## src/rtl/pipe_pkg.sv

```systemverilog
// Shared pipeline definitions: control-bundle layout, ALU op codes and the
// bubble constant used by every stage register.
package pipe_pkg;

  localparam int CTRL_W = 12;

  // Single-bit control flags, LSB first.
  localparam int CTRL_MEM_READ  = 0;
  localparam int CTRL_MEM_WRITE = 1;
  localparam int CTRL_REG_WRITE = 2;
  localparam int CTRL_BRANCH    = 3;
  localparam int CTRL_JUMP      = 4;
  localparam int CTRL_ALU_SRC   = 5;

  // ALU operation field occupies the upper bits of the bundle.
  localparam int CTRL_ALU_OP_LSB = 6;
  localparam int CTRL_ALU_OP_W   = 6;

  typedef enum logic [CTRL_ALU_OP_W-1:0] {
    ALU_ADD  = 6'd0,
    ALU_SUB  = 6'd1,
    ALU_AND  = 6'd2,
    ALU_OR   = 6'd3,
    ALU_XOR  = 6'd4,
    ALU_SLL  = 6'd5,
    ALU_SRL  = 6'd6,
    ALU_SRA  = 6'd7,
    ALU_SLT  = 6'd8,
    ALU_SLTU = 6'd9
  } alu_op_e;

  // Packed view of the bundle; field order matches the bit indices above.
  typedef struct packed {
    alu_op_e alu_op;
    logic    alu_src;
    logic    jump;
    logic    branch;
    logic    reg_write;
    logic    mem_write;
    logic    mem_read;
  } ctrl_t;

  // A bubble carries no side effects: every control bit is clear.
  localparam logic [CTRL_W-1:0] CTRL_BUBBLE = '0;

  // True when the bundle describes a load.
  function automatic logic ctrl_is_load(input logic [CTRL_W-1:0] ctrl);
    return ctrl[CTRL_MEM_READ];
  endfunction

endpackage

```

## src/rtl/hazard_detect.sv

```systemverilog
// Load-use hazard detector: flags an ID instruction that reads the
// destination of a load still sitting in the following stage.
module hazard_detect (
  input  logic       ex_valid,
  input  logic       ex_mem_read,
  input  logic [4:0] ex_rd,
  input  logic       id_valid,
  input  logic       id_uses_rs1,
  input  logic [4:0] id_rs1,
  input  logic       id_uses_rs2,
  input  logic [4:0] id_rs2,
  output logic       load_use
);

  logic rs1_match;
  logic rs2_match;

  // Source matches only count when the instruction really reads that port;
  // x0 is hardwired to zero, so a load targeting it never creates a hazard.
  // NOTE: every signal driven from always_comb gets a default first so no
  // path leaves it unassigned and a latch cannot be inferred.
  always_comb begin
    rs1_match = 1'b0;
    rs2_match = 1'b0;
    load_use  = 1'b0;
    if (ex_valid && ex_mem_read && (ex_rd != 5'd0) && id_valid) begin
      rs1_match = id_uses_rs1 && (id_rs1 == ex_rd);
      rs2_match = id_uses_rs2 && (id_rs2 == ex_rd);
      load_use  = rs1_match || rs2_match;
    end
  end

endmodule

```

## src/rtl/id_ex_stage.sv

```systemverilog
// ID/EX pipeline register with load-use bubble insertion, branch flush,
// downstream hold and a saturating bubble counter.
module id_ex_stage #(
  parameter int DATA_WIDTH = 32,
  parameter int CTRL_W     = pipe_pkg::CTRL_W,
  parameter int CNT_W      = 16
) (
  input  logic                  clk,
  input  logic                  rst_n,
  input  logic                  id_valid,
  input  logic [DATA_WIDTH-1:0] id_pc,
  input  logic [4:0]            id_rs1,
  input  logic [4:0]            id_rs2,
  input  logic [4:0]            id_rd,
  input  logic                  id_uses_rs1,
  input  logic                  id_uses_rs2,
  input  logic [DATA_WIDTH-1:0] id_imm,
  input  logic [CTRL_W-1:0]     id_ctrl,
  input  logic [DATA_WIDTH-1:0] id_rd_data1,
  input  logic [DATA_WIDTH-1:0] id_rd_data2,
  input  logic                  flush_i,
  input  logic                  hold_i,
  output logic                  ex_valid,
  output logic [DATA_WIDTH-1:0] ex_pc,
  output logic [DATA_WIDTH-1:0] ex_imm,
  output logic [DATA_WIDTH-1:0] ex_op1,
  output logic [DATA_WIDTH-1:0] ex_op2,
  output logic [4:0]            ex_rs1,
  output logic [4:0]            ex_rs2,
  output logic [4:0]            ex_rd,
  output logic [CTRL_W-1:0]     ex_ctrl,
  output logic                  hazard_stall,
  output logic [CNT_W-1:0]      bubble_cnt
);

  import pipe_pkg::*;

  localparam logic [CNT_W-1:0] CNT_MAX = {CNT_W{1'b1}};

  logic load_use;
  logic insert_bubble;
  logic count_bubble;

  hazard_detect u_hazard_detect (
    .ex_valid    (ex_valid),
    .ex_mem_read (ex_ctrl[CTRL_MEM_READ]),
    .ex_rd       (ex_rd),
    .id_valid    (id_valid),
    .id_uses_rs1 (id_uses_rs1),
    .id_rs1      (id_rs1),
    .id_uses_rs2 (id_uses_rs2),
    .id_rs2      (id_rs2),
    .load_use    (load_use)
  );

  // A flush kills the incoming instruction anyway, so IF/ID need not hold.
  assign hazard_stall = load_use && !flush_i;

  // Either a flush or a load-use hazard replaces the captured instruction
  // with a bubble; only the hazard case is counted.
  assign insert_bubble = flush_i || load_use;
  assign count_bubble  = load_use && !flush_i && !hold_i;

  // EX register: reset, then hold, then bubble, else capture from ID.
  // NOTE: sequential state uses non-blocking assignments so every register
  // samples pre-edge values, independent of statement order.
  always_ff @(posedge clk) begin
    if (!rst_n) begin
      ex_valid <= 1'b0;
      ex_pc    <= '0;
      ex_imm   <= '0;
      ex_op1   <= '0;
      ex_op2   <= '0;
      ex_rs1   <= '0;
      ex_rs2   <= '0;
      ex_rd    <= '0;
      ex_ctrl  <= CTRL_W'(CTRL_BUBBLE);
    end else if (hold_i) begin
      // Downstream stall: every field keeps its value.
    end else if (insert_bubble) begin
      ex_valid <= 1'b0;
      ex_pc    <= '0;
      ex_imm   <= '0;
      ex_op1   <= '0;
      ex_op2   <= '0;
      ex_rs1   <= '0;
      ex_rs2   <= '0;
      ex_rd    <= '0;
      ex_ctrl  <= CTRL_W'(CTRL_BUBBLE);
    end else begin
      ex_valid <= id_valid;
      ex_pc    <= id_pc;
      ex_imm   <= id_imm;
      ex_op1   <= id_rd_data1;
      ex_op2   <= id_rd_data2;
      ex_rs1   <= id_rs1;
      ex_rs2   <= id_rs2;
      ex_rd    <= id_rd;
      // An invalid slot must not carry control bits that could cause writes.
      ex_ctrl  <= id_valid ? id_ctrl : CTRL_W'(CTRL_BUBBLE);
    end
  end

  // Saturating count of load-use bubbles actually inserted.
  always_ff @(posedge clk) begin
    if (!rst_n) begin
      bubble_cnt <= '0;
    end else if (count_bubble && (bubble_cnt != CNT_MAX)) begin
      bubble_cnt <= bubble_cnt + CNT_W'(1);
    end
  end

endmodule

```

## config.mk

```make
export PLATFORM = sky130hd
export DESIGN_NAME = id_ex_stage
export DESIGN_NICKNAME = d
export VERILOG_FILES = /design/src/rtl/pipe_pkg.sv /design/src/rtl/hazard_detect.sv /design/src/rtl/id_ex_stage.sv
export SDC_FILE = /design/constraint.sdc
export NUM_CORES = 1
export LEC_CHECK = 0
export BUFFER_PORTS_ARGS = -buffer_cell sky130_fd_sc_hd__buf_2
export CAP_MARGIN = 20
export CELL_PAD_IN_SITES_DETAIL_PLACEMENT = 0
export CELL_PAD_IN_SITES_GLOBAL_PLACEMENT = 1
export CORE_MARGIN = 2
export CORE_UTILIZATION = 25
export CTS_CLUSTER_DIAMETER = 30
export CTS_CLUSTER_SIZE = 40
export DETAILED_ROUTE_END_ITERATION = 10
export HOLD_SLACK_MARGIN = 0.05
export PLACE_DENSITY = 0.69
export SLEW_MARGIN = 40
export SYNTH_ARGS = -nofsm -noshare
export SYNTH_HDL_FRONTEND = slang
export SYNTH_SLANG_ARGS = --single-unit
```

## constraint.sdc

```tcl
create_clock -name clk -period 1.9 [get_ports clk]
set_input_delay 0.095 -clock clk [delete_from_list [all_inputs] [get_ports clk]]
set_output_delay 0.095 -clock clk [all_outputs]
set_load 0.03 [all_outputs]
```

==> results.md, run 1 <==
- Vias per inst: 4.69
- Chip height: between 150 and 200 um
- CP Max Fanout: 10
- Final WL: roughly 21 mm
- CP Data Required Time: ~2200 ps
- Initial Utilization: 0.255
- # rows: 55
- Largest family of logic cells by synthesized area: compound AO/OA/AOI/OAI gates
- Clock skew: between 15 and 20 ps
- CTS tree: yes
- Syn nets: 643
- # IOs: roughly 340
- Hold Path Origin: id_valid
- YS warnings: 0
- NumNets Final: about 1,100
- Gp weighted congestion: between 0.7 and 0.8
- Slowest CP cell: dlygate4sd3_1
- Core Area: 22,700 um2
- Count of cell types in the netlist: 43
- Count of flip-flops with a built-in enable after synthesis: 0
- Fin crit period: roughly 1900 ps
- Critical path, cell by cell: dlygate4sd3_1 > buf_2 > xnor2_2 > nand4_1 > buf_4 > o22ai_2 > buf_4 > a21oi_4 > clkbuf_16 > clkbuf_16 > a22o_1
- Critical path's largest stage delay: 530 ps
- Cell Pwr Density: about 810 nW/um2
- Root Driver: clkbuf_16
- Relative slew slack: 0.733
- Commonest non-fill, non-tap cell in the layout: buf_2
- Synth Area in Adders: 0.00216
- P_leak: between 0.004 and 0.005 uW
- ANT nets after route: 0
- Post-synthesis instance area: ~5800 um2
- Simple-gate share of the synthesized area: 0.0636
- Max cap viols: 0
- Fillers: between 2,000 and 2,500
- Fmax: about 530 MHz
- Gr ovfl total: 0
- Crit start category: primary input
- Compound-cell area share of the yosys netlist: 0.277
- Largest net degree at the start of global routing: 82
- Hold/Removal Path Class: primary input to register
- Commonest non-fill, non-tap cells in the layout: buf_2, dfxtp_1, dlygate4sd3_1
- Mux cell area share after synthesis: 0.00690
- Power Total: ~8500 uW
- Critical setup path kind: primary input to register
- Share of flip-flops with an asynchronous set or reset: 0
- Area Growth Syn to Fin: 80.2%
- IO buf count: between 300 and 400
- H-tree levels: 4
- Die X: 156 um
- Setup WS post-layout: about 0.054 ps
- CP Data Arrival Time: ~2200 ps
- Seq/Total Area, Yosys: 0.594
- First-pass GRT wire length: 29.1 mm
- Via count: approximately 6,000
- Deepest clock path buffer count: 2
- Outcome: completed
- Most used DFF post-synth: dfxtp_1
- Setup-failing EPs final: 0
- Worst-skew pair later-pin latency: 420 ps
- DR DRC count: 0
- DP Worst Slack: -19.5 ps
- DR pass1 iterations: 4
- Clk slew on worst S/H paths: approximately 70 ps
- Syn Area/Cell: ~12 um2
- WL per Instance: approximately 17 um
- Final Cycle Share: 1.00
- Clock sink count: between 150 and 200
- Share of cells above drive strength 1: 0.443
- Yosys reg bits: ~170
- Detail Placement HPWL: between 10 and 15 mm
- Worst Setup SP: id_rs1[4]
- Full die area: 24,400 um2
- Inserted Clock Buffers: 17
- Worst r2r src: ex_rd[4]
- Drt initial violations: about 320
- Post-Synth XOR/XNOR Area: 0.0151
- Vias in the first global route: 5,743
- Mapped Cells: 480
- Max IR drop VDD: 442 uV
- GRT Overall Usage: 0.148
- Pins Over Slew Limit: 0
- Initial antenna violation count: 1
- RSZ-0062 raised after global routing: yes
- Hold Violations, Final: 0
- Crit end category: register
- Tightest Pin Transition: about 400 ps
## timing repair
item / CTS / global route
setup buffers: 0 / 10
endpoints found under the setup margin: 2 / 32
endpoints found under the hold margin: 160 / 0
hold buffers: 157 / 0
pin swaps: 0 / 13
resized for setup: 2 / 30
cloned: 0 / 14
## logic make-up after synthesis
logic type,Yosys count
flip-flops,172
multiplexers,4
AND/OR/NAND/NOR,62
XOR/XNOR,10
AO/OA/AOI/OAI,186
buffers and inverters,45
adder cells (fa/ha/maj),1
## cell type report
class / instances / area [um2] / share of cell area
sequential: 172 / 3470 / 0.332
antenna: 1 / 2.50 / 0.000239
tap: 285 / 357 / 0.0341
clock inverter: 14 / 148 / 0.0141
inverter: 3 / 11.3 / 0.00108
multi-input combinational: 265 / 2270 / 0.217
clock buffer: 18 / 439 / 0.0420
timing repair buffer: 527 / 3750 / 0.359
## registers in the layout, indices dropped and copies added (netlist names)
name,flops
ex_valid,1
ex_imm,32
ex_op2,32
ex_rs2,5
bubble_cnt,16
ex_op1,32
ex_rs1,5
ex_ctrl,12
ex_rd,5
ex_pc,32
## per-stage QoR
step	util	TNS, ps	instances	hold slack, ps	area, um2
detailed placement	0.343	-19.5	1071	315	7790
finish	0.460	0	1285	170	10400
CTS	0.439	-6.82	1260	146	9960
global route	0.460	-1600	1285	178	10400
floorplan	-	0	480	228	5810
global placement	0.343	-8.63	1071	310	7790
## final timing paths
path | endpoint | slack, ps | cells past startpoint
hold / removal | ex_valid | 170 | 3
hold reg to reg | ex_ctrl[11] | 460 | 1
setup reg to reg | ex_pc[29] | 30 | 9
setup / recovery | ex_pc[29] | 0.05 | 11
## power breakdown
part | switching [uW] | internal (uW)
combinational | 603 | 601
sequential | 73.2 | 3730
clock | 1600 | 1900
## cell usage after synthesis (2+ instances only)
library cell | instances | area, um2
nor3_1 | 2 | 10.0
buf_6 | 3 | 33.8
nand3_1 | 9 | 45.0
inv_1 | 3 | 11.3
xnor2_1 | 10 | 87.6
nand4_1 | 8 | 50.1
mux2i_1 | 4 | 40.0
dfxtp_1 | 172 | 3440
a21oi_1 | 11 | 55.1
nand2_1 | 15 | 56.3
or4_1 | 9 | 67.6
a32o_1 | 12 | 120
nor2_1 | 4 | 15.0
buf_2 | 16 | 80.1
a22o_1 | 144 | 1260
nand2b_1 | 3 | 18.8
nor4b_1 | 2 | 17.5
o31ai_1 | 9 | 67.6
clkbuf_1 | 20 | 75.1
## critical path, delay by kind of cell
family | cells | cell delay [ps]
buf+inv | 6 | 1370
compound gates | 3 | 440
xor+xnor | 1 | 180
simple gates | 1 | 110
## metal layers
metal / vias up / part of all wire / track usage
met5: - / 0 / 0
met4: 0 / 0.018 / 0.0555
met3: 32 / 0.068 / 0.0449
met2: 250 / 0.49 / 0.244
met1: 2853 / 0.43 / 0.182
li1: 2886 / - / -
No activity file was read; power rests on OpenSTA's default activity.
==> inputs of run 2 (changes only) <==
==> constraint.sdc (replaced) <==
create_clock -name clk -period 2.05 [get_ports clk]
set_input_delay 0.1025 -clock clk [delete_from_list [all_inputs] [get_ports clk]]
set_output_delay 0.1025 -clock clk [all_outputs]
set_load 0.03 [all_outputs]
==> run 2 against run 1 <==
Non-clock buffer count decreased by 25. Clock power is essentially flat. Worst hold slack got worse by 6.3 ps. Largest cell class is now flip-flops and latches. Global-route usage up 0.61 points. Critical path depth decreased by 5. First-iteration DRC count shrank 18%. Cell count decreased by 2.3%. Setup slack better by 130 ps. Combinational power decreased by 13%. Final area down 4.4%. Flip-flop and latch count unchanged.
==> results.md, run 2 (synthesis results as in run 1) <==
- Commonest non-fill, non-tap cell in the layout: buf_2
- Largest net degree at the start of global routing: 84
- Worst-skew pair later-pin latency: ~420 ps
- Fmax: between 500 and 600 MHz
- Area Growth Syn to Fin: 72.3%
- Final Cycle Share: 0.936
- Final Non-Filler Cells: between 1,000 and 1,500
- Final WL: 19.6 mm
- Deepest clock path buffer count: 2
- First-pass GRT wire length: a little over 30 mm
- Final setup TNS: 0 ps
- Clock skew: approximately 13 ps
- RSZ-0062 raised after global routing: yes
- Slowest CP cell: or4_1
- Inserted Clock Buffers: 17
- Tightest Pin Transition: around 520 ps
- Share of cells above drive strength 1: 0.406
- DR DRC count: 0
- Worst path most repeated cell: nand3_1
- Worst path bufs/invs: 0
- Crit end category: register
- Via count: about 5,800
- Setup-failing EPs final: 0
- Full die area: 24,400 um2
- Max cap viols: 0
- Root Driver: clkbuf_16
- Vias in the first global route: about 5,900
- Detail Placement HPWL: 12.6 mm
- Core Area: between 20,000 and 25,000 um2
- Max IR drop VDD: 436 uV
- Gp weighted congestion: around 0.76
- Placed cell areas: between 7000 and 8000 um2
- NumNets Final: 1,122
- # IOs: between 300 and 400
- Delay-heaviest family, CP: simple AND/OR/NAND/NOR gates
- Relative slew slack: 0.653
- Vias per inst: between 4 and 5
- Outcome: completed
- DR pass1 iterations: 5
- CTS tree: yes
- P_leak: approximately 0.0046 uW
- Die X: 156 um
- Critical path's largest stage delay: ~470 ps
- Hold/Removal Path Class: primary input to register
- H-tree levels: 4
- Initial Utilization: 0.255
- Hold Violations, Final: 0
- CP Data Required Time: 2400 ps
- Crit start category: register
- CP Max Fanout: 5
- Pins Over Slew Limit: 0
- Chip height: roughly 160 um
- Post-layout util: 0.440
- Cell Pwr Density: slightly above 800 nW/um2
- Commonest non-fill, non-tap cells in the layout: buf_2, dfxtp_1, dlygate4sd3_1
- Clk slew on worst S/H paths: around 70 ps
- Placed insts: between 1,000 and 1,500
- CP Data Arrival Time: between 2000 and 2500 ps
- Drt initial violations: approximately 270
- Clock sink count: 172
- # rows: 55
- Fin crit period: approximately 1900 ps
- Initial antenna violation count: 1
- ANT nets after route: 0
- Critical path, cell by cell: ha_1 > nand3_1 > nor3_2 > nand3_1 > or4_1 > a21oi_1
- IO buf count: ~330
- Critical setup path kind: register to register
- Gr ovfl total: 0
- WL per Instance: ~16 um
- Final instance area: 9990 um2
- GRT Overall Usage: 0.154
[run 2: power breakdown]
part           leakage [uW]  switching, uW  internal, uW
Clock              0.000304           1430          2070
Sequential          0.00140           65.2          3460
Combinational       0.00294            532           507
[run 2: what timing repair did]
item,4_1_cts,5_1_grt
hold endpoints to repair,160,0
cloned,0,0
hold buffers,156,0
endpoints found under the setup margin,1,13
buffers inserted,0,0
resized for setup,1,9
pin swaps,0,3
[run 2: through the flow]
| stage | total power [uW] | hold slack [ps] | worst slack [ps] |
|---|---|---|---|
| global placement | 4390 | 317 | 84.4 |
| CTS | 8160 | 152 | 16.2 |
| floorplan | 4040 | 235 | 63.6 |
| finish | 8050 | 164 | 131 |
| detailed placement | 4390 | 322 | 60.9 |
| global route | 8390 | 179 | -27.1 |
[run 2: routing by layer]
layer / track usage / part of all wire / vias up
li1: - / - / 2824
met1: 0.187 / 0.43 / 2720
met2: 0.263 / 0.49 / 225
met3: 0.0402 / 0.064 / 27
met4: 0.0568 / 0.021 / 0
met5: 0 / 0 / -
[run 2: path summary, 6_finish.rpt]
| path | slack [ps] | end | depth (start not counted) | from |
|---|---|---|---|---|
| worst min register to register | 460 | ex_ctrl[11] | 1 | ex_ctrl[11] |
| worst max-delay path | 130 | bubble_cnt[10] | 6 | bubble_cnt[1] |
| worst min-delay path | 160 | ex_valid | 3 | id_valid |
| worst max register to register | 130 | bubble_cnt[10] | 6 | bubble_cnt[1] |
[run 2: worst register-to-register path, cell delays in order, from the launching register on]
cell     delay, ps
dfxtp_1        420
ha_1           260
nand3_1        210
nor3_2         230
nand3_1        120
or4_1          470
a21oi_1        140
[run 2: layout make-up]
class | count | area [um2]
multi-input cells | 263 | 2160
well taps | 285 | 357
fillers | 2169 | 12700
diodes | 1 | 2.50
repair buffers | 502 | 3390
flip-flops and latches | 172 | 3450
inverters | 3 | 11.3
clock inverters | 13 | 200
clock buffers | 17 | 425
==> inputs of run 3 (changes only) <==
==> constraint.sdc (replaced) <==
create_clock -name clk -period 2.05 [get_ports clk]
set_input_delay 0.41 -clock clk [delete_from_list [all_inputs] [get_ports clk]]
set_output_delay 0.41 -clock clk [all_outputs]
set_load 0.03 [all_outputs]
==> run 3 against run 2 <==
The run now ends with setup timing left. Via count down 9.1%. Critical path depth grew 1. Register-to-register slack lost 40 ps. Sequential share of layout area rose by 5.5 points. Power is 2.9% lower. Largest cell class unchanged. Largest power group unchanged. Highest routed layer unchanged.
==> results.md, run 3 (synthesis results as in run 1) <==
- # IOs: around 340
- Worst-skew pair later-pin latency: ~420 ps
- Placed cell areas: between 7000 and 8000 um2
- Hold/Removal Path Class: primary input to register
- IO buf count: 334
- Critical setup path kind: register to primary output
- CP Data Arrival Time: between 1500 and 2000 ps
- Fin crit period: roughly 2100 ps
- Clock skew: 17.1 ps
- CP Max Fanout: 5
- Slowest CP cell: dfxtp_4
- Detail Placement HPWL: 12.6 mm
- Crit end category: primary output
- Fmax: between 400 and 500 MHz
- Share of cells above drive strength 1: 0.505
- Core Area: roughly 23,000 um2
- NumNets Final: roughly 1,000
- First-pass GRT wire length: roughly 26 mm
- Setup-failing EPs final: 1
- Vias per inst: about 4.7
- Vias in the first global route: 4,992
- ANT nets after route: 0
- Post-layout util: 0.381
- Setup WS post-layout: -81.6 ps
- Initial Utilization: 0.255
- Drt initial violations: 257
- # rows: 55
- Area Growth Syn to Fin: 49.2%
- Max IR drop VDD: ~390 uV
- Tightest Pin Transition: between 400 and 500 ps
- Area of the multi-input gates: roughly 2200 um2
- Final instance area: 8650 um2
- WL per Instance: roughly 16 um
- Worst path most repeated cell: buf_6
- Gr ovfl total: 0
- Pins Over Slew Limit: 0
- Reg2reg setup slack: 90 ps
- Chip height: 156 um
- Inserted Clock Buffers: 17
- Placed insts: around 1,100
- Commonest non-fill, non-tap cell in the layout: buf_2
- GRT Overall Usage: 0.136
- Die X: 156 um
- Deepest clock path buffer count: 2
- CTS tree: yes
- Flip-flop and latch area: between 3000 and 4000 um2
- Clk slew on worst S/H paths: ~70 ps
- Clock sink count: around 170
- Critical path, cell by cell: xnor2_2 > nand4_1 > o22ai_2 > buf_6 > nand2_4 > nor2_4 > buf_6
- Fillers: 2,277
- Outcome: finished with violations
- CP Data Required Time: around 1600 ps
- P_leak: approximately 0.0041 uW
- H-tree levels: 4
- Critical path's largest stage delay: 390 ps
- Largest net degree at the start of global routing: 80
- Worst path bufs/invs: 2
- DR pass1 iterations: 5
- RSZ-0062 raised after global routing: yes
- Delay-heaviest family, CP: flip-flops
- Max cap viols: 0
- Final setup TNS: -81.6 ps
- Relative slew slack: 0.727
- Violated checks: setup timing
- Hold Violations, Final: 0
- Crit start category: register
- DR DRC count: 0
- Full die area: between 20,000 and 25,000 um2
- Gp weighted congestion: between 0.7 and 0.8
- Final WL: between 15 and 20 mm
- Final Non-Filler Cells: around 1,100
- Final Cycle Share: 1.04
- Via count: approximately 5,300
- Initial antenna violation count: 1
- Commonest non-fill, non-tap cells in the layout: buf_2, dfxtp_1, a22o_1
- Cell Pwr Density: ~900 nW/um2
- Root Driver: clkbuf_16
==> run 3: cell count changes in the layout (fill, tap and decap cells not counted), sizes merged <==
cell         delta
dlygate4sd3   -156
o22a            +1
clkinvlp        +1
buf            +18
inv             -1
==> run 3: where the power goes <==
group / switching, uW / total, uW / internal [uW]
clock: 1410 / 3480 / 2070
combinational: 488 / 815 / 328
sequential: 64.2 / 3520 / 3460
total: 1970 / 7820 / 5850
==> run 3: worst paths after layout <==
path | to | startpoint | cells past startpoint
worst max register to register | bubble_cnt[9] | ex_rd[4] | 7
worst min-delay path | ex_imm[0] | id_imm[0] | 2
worst max-delay path | hazard_stall | ex_rd[4] | 7
worst min register to register | ex_ctrl[1] | ex_ctrl[1] | 1
==> run 3: per-layer routing <==
layer  up-vias  track usage  part of all wire
met5         -            0                 0
met4         0       0.0437             0.014
met3        17       0.0515             0.069
met2       210        0.224              0.48
met1      2482        0.165              0.44
li1       2559            -                 -
==> run 3: metrics by stage <==
stage	worst slack (ps)	hold slack [ps]	power [uW]
floorplan	63.6	466	4040
detailed placement	-27.8	449	4400
finish	-81.6	199	7820
CTS	-123	173	7940
global route	-165	169	8150
global placement	-54.4	443	4390
==> run 3: worst register-to-register path, delay by kind of cell, from the launching register on <==
kind	cells	cell delay, ps
compound gates	2	390
flops	1	390
buf+inv	2	310
xor+xnor	1	110
simple gates	2	680
==> run 3: layout make-up <==
type,instances,share of cell area
Sequential cell,172,0.400
Clock buffer,17,0.0492
Antenna cell,1,0.000289
Clock inverter,13,0.0236
Timing Repair Buffer,364,0.229
Multi-Input combinational cell,264,0.256
Inverter,3,0.00130
Tap cell,285,0.0412
==> run 3: timing repair <==
action / CTS / global route
pin swaps: 7 / 1
hold buffers: 0 / 0
endpoints found under the setup margin: 108 / 15
setup buffers: 4 / 1
resized for setup: 22 / 2
gates cloned: 0 / 1
